File: config.mk
export PLATFORM = sky130hd
export DESIGN_NAME = regfile_wr_arbiter_flat
export DESIGN_NICKNAME = d
export VERILOG_FILES = /design/src/rtl/regfile_wr_arbiter_pkg.sv /design/src/rtl/regfile_wr_arbiter_if.sv /design/src/rtl/regfile_wr_arbiter_decoder3_8.sv /design/src/rtl/regfile_wr_arbiter.sv /design/src/flat_wrapper.sv
export SDC_FILE = /design/constraint.sdc
export NUM_CORES = 1
export LEC_CHECK = 0
export CAP_MARGIN = 20
export CELL_PAD_IN_SITES_DETAIL_PLACEMENT = 0
export CELL_PAD_IN_SITES_GLOBAL_PLACEMENT = 2
export CORE_MARGIN = 2
export CORE_UTILIZATION = 22
export CTS_CLUSTER_DIAMETER = 40
export DETAILED_ROUTE_END_ITERATION = 7
export PLACE_DENSITY_LB_ADDON = 0.1
export SYNTH_ARGS = -nofsm -noshare
export SYNTH_HDL_FRONTEND = slang
export SYNTH_SLANG_ARGS = --single-unit
File: constraint.sdc
create_clock -name clk -period 3 [get_ports clk]
set_clock_uncertainty 0.05 [all_clocks]
set_input_delay 0.75 -clock clk [delete_from_list [all_inputs] [get_ports clk]]
set_output_delay 0.75 -clock clk [all_outputs]
set_load 0.05 [all_outputs]
File: src/rtl/regfile_wr_arbiter_pkg.sv
// Shared constants for the register-file write arbiter: register-file geometry,
// requester ids and the register-index to write-enable-bit mapping.
package regfile_wr_arbiter_pkg;

    localparam int REG_COUNT = 8;
    localparam int REG_AW    = 3;

    typedef enum logic [1:0] {
        REQ_ALU  = 2'd0,
        REQ_LOAD = 2'd1,
        REQ_IMM  = 2'd2,
        REQ_IO   = 2'd3
    } req_id_e;

    // r0 sits on the top enable bit, r7 on bit 0
    function automatic logic [REG_AW-1:0] reg_en_bit(input logic [REG_AW-1:0] addr);
        return REG_AW'(REG_COUNT - 1) - addr;
    endfunction

endpackage

File: src/rtl/regfile_wr_arbiter_if.sv
// Requester/regfile-side bundle of the write arbiter; master drives requests and
// stall, slave (the arbiter) returns grants and the regfile write port.
interface regfile_wr_arbiter_if #(
    parameter int NREQ = 4,
    parameter int DW   = 8
);
    logic [NREQ-1:0]    req;
    logic [3*NREQ-1:0]  req_addr;
    logic [DW*NREQ-1:0] req_data;
    logic               hold;
    logic [NREQ-1:0]    gnt;
    logic [7:0]         wr_en;
    logic [DW-1:0]      wr_data;
    logic               busy;

    modport master (
        output req, req_addr, req_data, hold,
        input  gnt, wr_en, wr_data, busy
    );

    modport slave (
        input  req, req_addr, req_data, hold,
        output gnt, wr_en, wr_data, busy
    );
endinterface

File: src/rtl/regfile_wr_arbiter_decoder3_8.sv
// 3-to-8 one-hot decoder driving the regfile write enables (address 0 -> bit 7).
module decoder3_8
    import regfile_wr_arbiter_pkg::*;
(
    input  logic [REG_AW-1:0]    d,
    input  logic                 en,
    output logic [REG_COUNT-1:0] o
);
    always_comb begin
        o = '0;
        if (en) o = REG_COUNT'(1) << reg_en_bit(d);
    end
endmodule

File: src/rtl/regfile_wr_arbiter.sv
// Round-robin arbiter for the single regfile write port: one stage register holds
// the winning address/data, decoded to one-hot write enables unless stalled.
module regfile_wr_arbiter
    import regfile_wr_arbiter_pkg::*;
#(
    parameter int NREQ = 4,
    parameter int DW   = 8
) (
    input  logic                 clk,
    input  logic                 rst,
    regfile_wr_arbiter_if.slave  bus
);
    localparam int PTR_W = (NREQ > 1) ? $clog2(NREQ) : 1;

    logic [NREQ-1:0]   gnt_q;
    logic [PTR_W-1:0]  rr_ptr;
    logic              stage_valid;
    logic [REG_AW-1:0] stage_addr;
    logic [DW-1:0]     stage_data;

    logic [NREQ-1:0]   elig;
    int                win;
    logic              have_win;
    logic [PTR_W-1:0]  win_idx;

    // First eligible requester scanning ptr, ptr+1, ... wrapping at NREQ
    function automatic int rr_pick(input logic [NREQ-1:0] e, input int ptr);
        int idx;
        rr_pick = -1;
        for (int k = NREQ - 1; k >= 0; k--) begin
            idx = (ptr + k) % NREQ;
            if (e[idx]) rr_pick = idx;
        end
    endfunction

    always_comb begin
        // last cycle's grantee is masked so its still-high req cannot be re-granted
        elig     = bus.req & ~gnt_q & {NREQ{~bus.hold}};
        win      = rr_pick(elig, int'(rr_ptr));
        have_win = (win >= 0);
        win_idx  = have_win ? PTR_W'(win) : '0;
    end

    always_ff @(posedge clk) begin
        if (rst) begin
            gnt_q       <= '0;
            rr_ptr      <= '0;
            stage_valid <= 1'b0;
            stage_addr  <= '0;
            stage_data  <= '0;
        end else if (have_win) begin
            gnt_q       <= NREQ'(1) << win_idx;
            stage_addr  <= bus.req_addr[REG_AW*win_idx +: REG_AW];
            stage_data  <= bus.req_data[DW*win_idx +: DW];
            stage_valid <= 1'b1;
            rr_ptr      <= (int'(win_idx) == NREQ - 1) ? '0 : win_idx + 1'b1;
        end else begin
            gnt_q <= '0;
            // a stalled write stays staged and issues once hold drops
            if (!bus.hold) stage_valid <= 1'b0;
        end
    end

    decoder3_8 u_decoder (
        .d  (stage_addr),
        .en (stage_valid & ~bus.hold),
        .o  (bus.wr_en)
    );

    assign bus.gnt     = gnt_q;
    assign bus.wr_data = stage_data;
    assign bus.busy    = stage_valid;

endmodule

File: src/flat_wrapper.sv
// flat-port wrapper written by rule: the top's interface ports become plain ports
module regfile_wr_arbiter_flat import regfile_wr_arbiter_pkg::*;
#(
    parameter int NREQ = 4,
    parameter int DW   = 8
)
  (clk, rst, bus_req, bus_req_addr, bus_req_data, bus_hold, bus_gnt, bus_wr_en, bus_wr_data, bus_busy);
  regfile_wr_arbiter_if #(.NREQ(NREQ), .DW(DW)) bus_i ();
  input  logic clk;
  input  logic rst;
  input wire logic [$bits(bus_i.req)-1:0] bus_req;
  input wire logic [$bits(bus_i.req_addr)-1:0] bus_req_addr;
  input wire logic [$bits(bus_i.req_data)-1:0] bus_req_data;
  input wire logic [$bits(bus_i.hold)-1:0] bus_hold;
  output wire logic [$bits(bus_i.gnt)-1:0] bus_gnt;
  output wire logic [$bits(bus_i.wr_en)-1:0] bus_wr_en;
  output wire logic [$bits(bus_i.wr_data)-1:0] bus_wr_data;
  output wire logic [$bits(bus_i.busy)-1:0] bus_busy;
  assign bus_i.req = bus_req;
  assign bus_i.req_addr = bus_req_addr;
  assign bus_i.req_data = bus_req_data;
  assign bus_i.hold = bus_hold;
  assign bus_gnt = bus_i.gnt;
  assign bus_wr_en = bus_i.wr_en;
  assign bus_wr_data = bus_i.wr_data;
  assign bus_busy = bus_i.busy;
  regfile_wr_arbiter #(.NREQ(NREQ), .DW(DW)) u_core (.clk(clk), .rst(rst), .bus(bus_i));
endmodule
Word-level counts from Yosys, hierarchy flattened
Cells that the tools add are included.
{ "word_totals": {"regBits": 18, "latchBits": 0, "mem_bits_rw": 0, "romBits": 0, "elab_cells": 55, "mem_count": 0} }
{ "op_classes": {"addsub": 5, "n_mul": 1, "div_mod_pow": 0, "magnitude_cmp": 5, "n_eq_ne": 2, "shifts": 4, "mux": 20, "bitwise": 9, "reduce_logical": 4} }
{ "ops": {"columns": ["op", "count"], "rows": [
  ["2-to-1 mux 32 bit", 4],
  ["greater-or-equal comparator 32 x 1 -> 1 bit (second input constant)", 1],
  ["indexed part select 32 x 6 -> 8 bit", 1],
  ["less-than comparator 3 x 4 -> 1 bit (second input constant)", 3],
  ["indexed part select 12 x 5 -> 3 bit", 1],
  ["2-to-1 mux 1 bit", 9],
  ["bitwise AND 4 bit", 2],
  ["binary-select mux 1 bit (select 2 bit)", 4],
  ["2-to-1 mux 8 bit", 1],
  ["OR reduction 2 bit", 4],
  ["left shift 1 x 3 -> 8 bit (first input constant)", 1],
  ["adder 2 x 1 -> 2 bit (second input constant)", 2],
  ["adder 2 bit (second input constant)", 2],
  ["multiplier 2 x 2 -> 4 bit (first input constant)", 1],
  ["2-to-1 mux 2 bit", 2],
  ["NOT 4 bit", 1],
  ["left shift 1 x 2 -> 4 bit (first input constant)", 1],
  ["bitwise AND 1 bit (first input constant)", 3],
  ["less-than comparator 2 x 3 -> 1 bit (second input constant)", 1],
  ["subtractor 3 bit (first input constant)", 1],
  ["== test 2 x 1 -> 1 bit (second input constant)", 1],
  ["inequality test 2 x 1 -> 1 bit (second input constant)", 1],
  ["NOT 1 bit", 2],
  ["bitwise AND 1 bit", 1]
]} }

Depth between registers and ports, before layout
{ "depth": {"depth_word": 14, "mapped_depth": 7} }

By module
Synthesis repeated with hierarchy kept, for this count alone.
{ "unflattened": {"cells_unflattened": 131, "area_unflattened_um2": 1342.5} }
{ "by_module_without_submodules": {"columns": ["mod", "n_inst", "cells_each", "area_per_inst_um2", "seq_area_each_um2"], "rows": [
  ["regfile_wr_arbiter", 1, 123, 1247.4, 360.3],
  ["decoder3_8", 1, 8, 95.1, 0.0]
]} }

Worst setup path before layout
OpenSTA, ideal clock, no wires.
{ "synth_path": {"path_type": "input -> output", "start": "input port bus_hold", "end": "output port bus_wr_en[7]", "arrival_time_ns": 2.506, "t_required_ns": 2.200, "path_slack_ns": -0.306, "cell_stages": 3, "path_cell_list": "clkbuf_1 -> or3b_2 -> nor3_1"} }
{ "synth_via": {"elab_chain_cells": 3} }
{ "synth_lines": {"columns": ["item", "line_no", "text"], "rows": [
  ["start, declared", "flat_wrapper.sv:14", "input wire logic [$bits(bus_i.hold)-1:0] bus_hold;"],
  ["NOT 1 bit", "regfile_wr_arbiter.sv:66", ".en (stage_valid & ~bus.hold),"],
  ["bitwise AND 1 bit", "regfile_wr_arbiter.sv:66", null],
  ["2-to-1 mux 8 bit", "regfile_wr_arbiter_decoder3_8.sv:11", "if (en) o = REG_COUNT'(1) << reg_en_bit(d);"],
  ["end, declared", "flat_wrapper.sv:16", "output wire logic [$bits(bus_i.wr_en)-1:0] bus_wr_en;"]
]} }
Every way passes these cells.

Worst setup path in the final report
{ "layout_path": {"start": "input port bus_hold", "end": "output port bus_wr_en[4]"} }
The elaborated chain is that of the path after synthesis.

==> impl_results.md <==
* Status: complete, no violations
* Post-Syn Area at 1250 sq um
* Final setup fails at 0
* Crit path DAT at 2.06 ns
* Worst-skew pair later-pin latency at about 0.26 ns
* Ports at 72
* Hold Path Origin: u_core.bus.wr_data[0]
* Slowest CP cell: or3b_2
* Internal Pwr Total at between 500 and 600 uW
* Gate power share at around two fifths
* MaxCap Viol Count at 0
* RR Endpoint: u_core.stage_addr[0]
* Detail Route Antenna Nets at 0
* Post-synth top area share at around 29%
* WL/cell at 13.5 um
* Worst VDD drop at around 0.15 mV
* Cell Pwr Density at around 370 nW/um^2
* Post-synth cell types at 36
* Grt ovf at 0
* CP endpoint kind: primary output
* CP max FO at 4
* Top FF cell, synth: dfxtp_1
* Number of global-route vias before repair at between 1k and 1.5k
* Sw Share at around 34%
* I/O Buffers at 71
* RSZ-0062 raised after global routing: false
* Max Slew Vio Count at 0
* TNS Setup at 0 ns
* Hold endpoint: u_core.bus.wr_data[0]
* Final Cycle Share at between 90 and 100%
* CP top delay family: simple AND/OR/NAND/NOR gates
* First-pass GRT wire length at between 6 and 7 mm
* Fin worst setup slack at 0.142 ns
* Critical path depth at 4
* Crit path launch type: input pin
* Fraction of layout cells with a size suffix above 1 at 18.9%
* Worst Hold Class: flip-flop to flip-flop
* CP Cell Sequence: clkdlybuf4s50_1 -> or3b_2 -> nor2_1 -> buf_12
* CTS Buf Count at 3
* # diodes at 0
* Starting Density at a little under a quarter
* Warnings from Yosys at 0
* Post-CTS Resized at 0
* Synthesis-stage register bit count at 18
* Largest net degree at the start of global routing at 24
* Dominant cell type by area after synthesis: dfxtp_1
* CTS tree: done
* Die W at between 70 and 80 um
* Die ar. at around 6300 sq um
* Initial antenna violation count at 0
* Area grow syn2layout at 76.8%
* CP bufs+invs at 2
* Seq/Total Area, Yosys at roughly 29%
* Cell with the most instances after synthesis: nor2_1
* Via density at roughly 4.6
* Slew margin rel. at 64.7%
* Leakage at 0.000772 uW
* Clk pwr share at between 20% and 30%
* R2R Path Start: u_core.bus.gnt[1]
* Fmax at 350 MHz
* Hold Path Cell Cnt at 2
* Post-route minimum period at ~2.9 ns
* R2R depth at 7
* Post-synth EDFFs at 0
* Worst-Margin Slew at about 0.53 ns
* DRT iter0 DRCs at 30
* H-Tree Depth at 1
* Worst Path Class, Setup: input pin to primary output
* DRC at 0
* Post-Route WL at approximately 3.8 mm
* Num Clock Sinks at 18
* R2R setup slack at 0.94 ns
* Top cells by area, synth: dfxtp_1, mux2i_1, mux2_2
* TritonRoute pass-1 iters at 2
* CTS root buf: clkbuf_8
* Hold_buf cts at 0
* DP HPWL at 3.04 mm
* CTS max path bufs at 2
* Clock transition at path regs at about 0.07 ns
* Worst Setup Slack post-DPL at 0.129 ns
* Mapped Nets at 189
* Total GRT Usage at 12.7%
* Postcts setup bufs at 0
* Final Hold Fails at 0
* Sw power at 277 uW
* Req. time, crit path at approximately 2.2 ns
* Async SR Flop Fraction at 0%
* Syn Area/Cell at ~9.0 sq um
* Placer Congestion at ~0.8
* Core ar. at between 5000 and 6000 sq um
* Synth Instances at approximately 140
* Nets at between 200 and 300
* CP max stage delay at about 0.5 ns
* Chip Height at a little under 80 um
* FP Rows at 27
* Total vias in the final route at roughly 1.3k
* Sequential share of power at approximately a third
* Post-synth top cells: nor2_1, mux2i_1, dfxtp_1, nor3_1, nand3b_1
* Final Util at between 40% and 50%
[layer usage]
layer  share of wire [%]  up-vias  track usage (%)
met5                   0        -                0
met4                 1.6        0             4.48
met3                 5.0        6             2.61
met2                  45       37             18.7
met1                  48      598             18.1
li1                    -      659                -
[cells in the final DEF, fill, tap and decap left out]
| cell | Yosys | routed |
|---|---|---|
| clkdlybuf4s50_1 | 0 | 63 |
| nor2_1 | 20 | 20 |
| mux2i_1 | 19 | 19 |
| dfxtp_1 | 18 | 18 |
| nor3_1 | 11 | 9 |
| buf_12 | 0 | 9 |
| nand3b_1 | 8 | 8 |
| mux2_2 | 7 | 7 |
| nand2b_1 | 6 | 6 |
| o21ai_1 | 6 | 6 |
| a211oi_1 | 5 | 5 |
| buf_4 | 1 | 5 |
| o31ai_1 | 4 | 4 |
| clkbuf_8 | 0 | 4 |
| nand2_1 | 3 | 3 |
| nor3_2 | 1 | 3 |
| o21ai_2 | 3 | 3 |
| nor2b_1 | 2 | 2 |
| or3b_2 | 1 | 1 |
| nand2b_2 | 1 | 1 |
| inv_2 | 1 | 1 |
| nor2b_2 | 1 | 1 |
| a211oi_4 | 1 | 1 |
| o41a_1 | 1 | 1 |
| nor3b_1 | 1 | 1 |
| a2bb2oi_1 | 1 | 1 |
| or3_4 | 1 | 1 |
| a32oi_1 | 1 | 1 |
| o22ai_4 | 1 | 1 |
| a41oi_2 | 1 | 1 |
| a31o_2 | 1 | 1 |
| o221a_1 | 1 | 1 |
| a211o_1 | 1 | 1 |
| o22a_1 | 1 | 1 |
| a21oi_1 | 1 | 1 |
| xnor2_1 | 1 | 1 |
[tightest hold or removal path, stage by stage (launching register included)]
cell	delay (ns)
dfxtp_1	0.32
nand3b_1	0.07
o21ai_1	0.05
[through the flow]
| stage | cell area [sq um] | power (uW) | cells | hold WS (ns) |
|---|---|---|---|---|
| floorplan | 1260 | 490 | 138 | 0.469 |
| finish | 2200 | 826 | 284 | 0.433 |
| CTS | 2200 | 839 | 284 | 0.438 |
| global route | 2200 | 876 | 284 | 0.464 |
| global placement | 2150 | 630 | 280 | 0.416 |
| detailed placement | 2150 | 630 | 280 | 0.422 |
[area by class of cell]
class | count | area [sq um]
fillers | 558 | 3270
repair buffers | 77 | 848
multi-input cells | 112 | 846
flip-flops and latches | 18 | 360
well taps | 72 | 90.1
clock buffers | 4 | 55.1
inverters | 1 | 3.75
[state kept, by name, summed over array words and instances (netlist names)]
| signal | count |
|---|---|
| u_core.rr_ptr | 2 |
| u_core.stage_addr | 3 |
| u_core.bus.gnt | 4 |
| u_core.bus.busy | 1 |
| u_core.bus.wr_data | 8 |
[worst max-delay path by stage]
stage,from,to,slack [ns]
finish,bus_hold,bus_wr_en[4],0.14
global route,bus_hold,bus_wr_en[5],0.1
CTS,bus_hold,bus_wr_en[4],0.13
detailed placement,bus_req[1],u_core.bus.wr_data[3],0.13
global placement,bus_req[1],u_core.stage_addr[2],0.15
floorplan,bus_hold,bus_wr_en[4],0.07
[cells by family (layout without fill, tap and decap cells)]
kind of cell    after synthesis  count (layout)  share of synthesized area [%]
buf+inv                       8              82                           4.02
simple gates                 56              56                           24.6
xor+xnor                      1               1                          0.703
mux                          26              26                           21.6
flops                        18              18                           28.9
compound gates               29              29                           20.2
[power groups by stage]
| stage | Sequential, uW | Clock (uW) | Combinational (uW) |
|---|---|---|---|
| finish | 279 | 205 | 342 |
| global route | 283 | 224 | 368 |
| CTS | 280 | 213 | 346 |
| detailed placement | 285 | 0 | 345 |
| global placement | 286 | 0 | 344 |
| floorplan | 330 | 0 | 160 |
No activity file was read; power rests on OpenSTA's default activity.
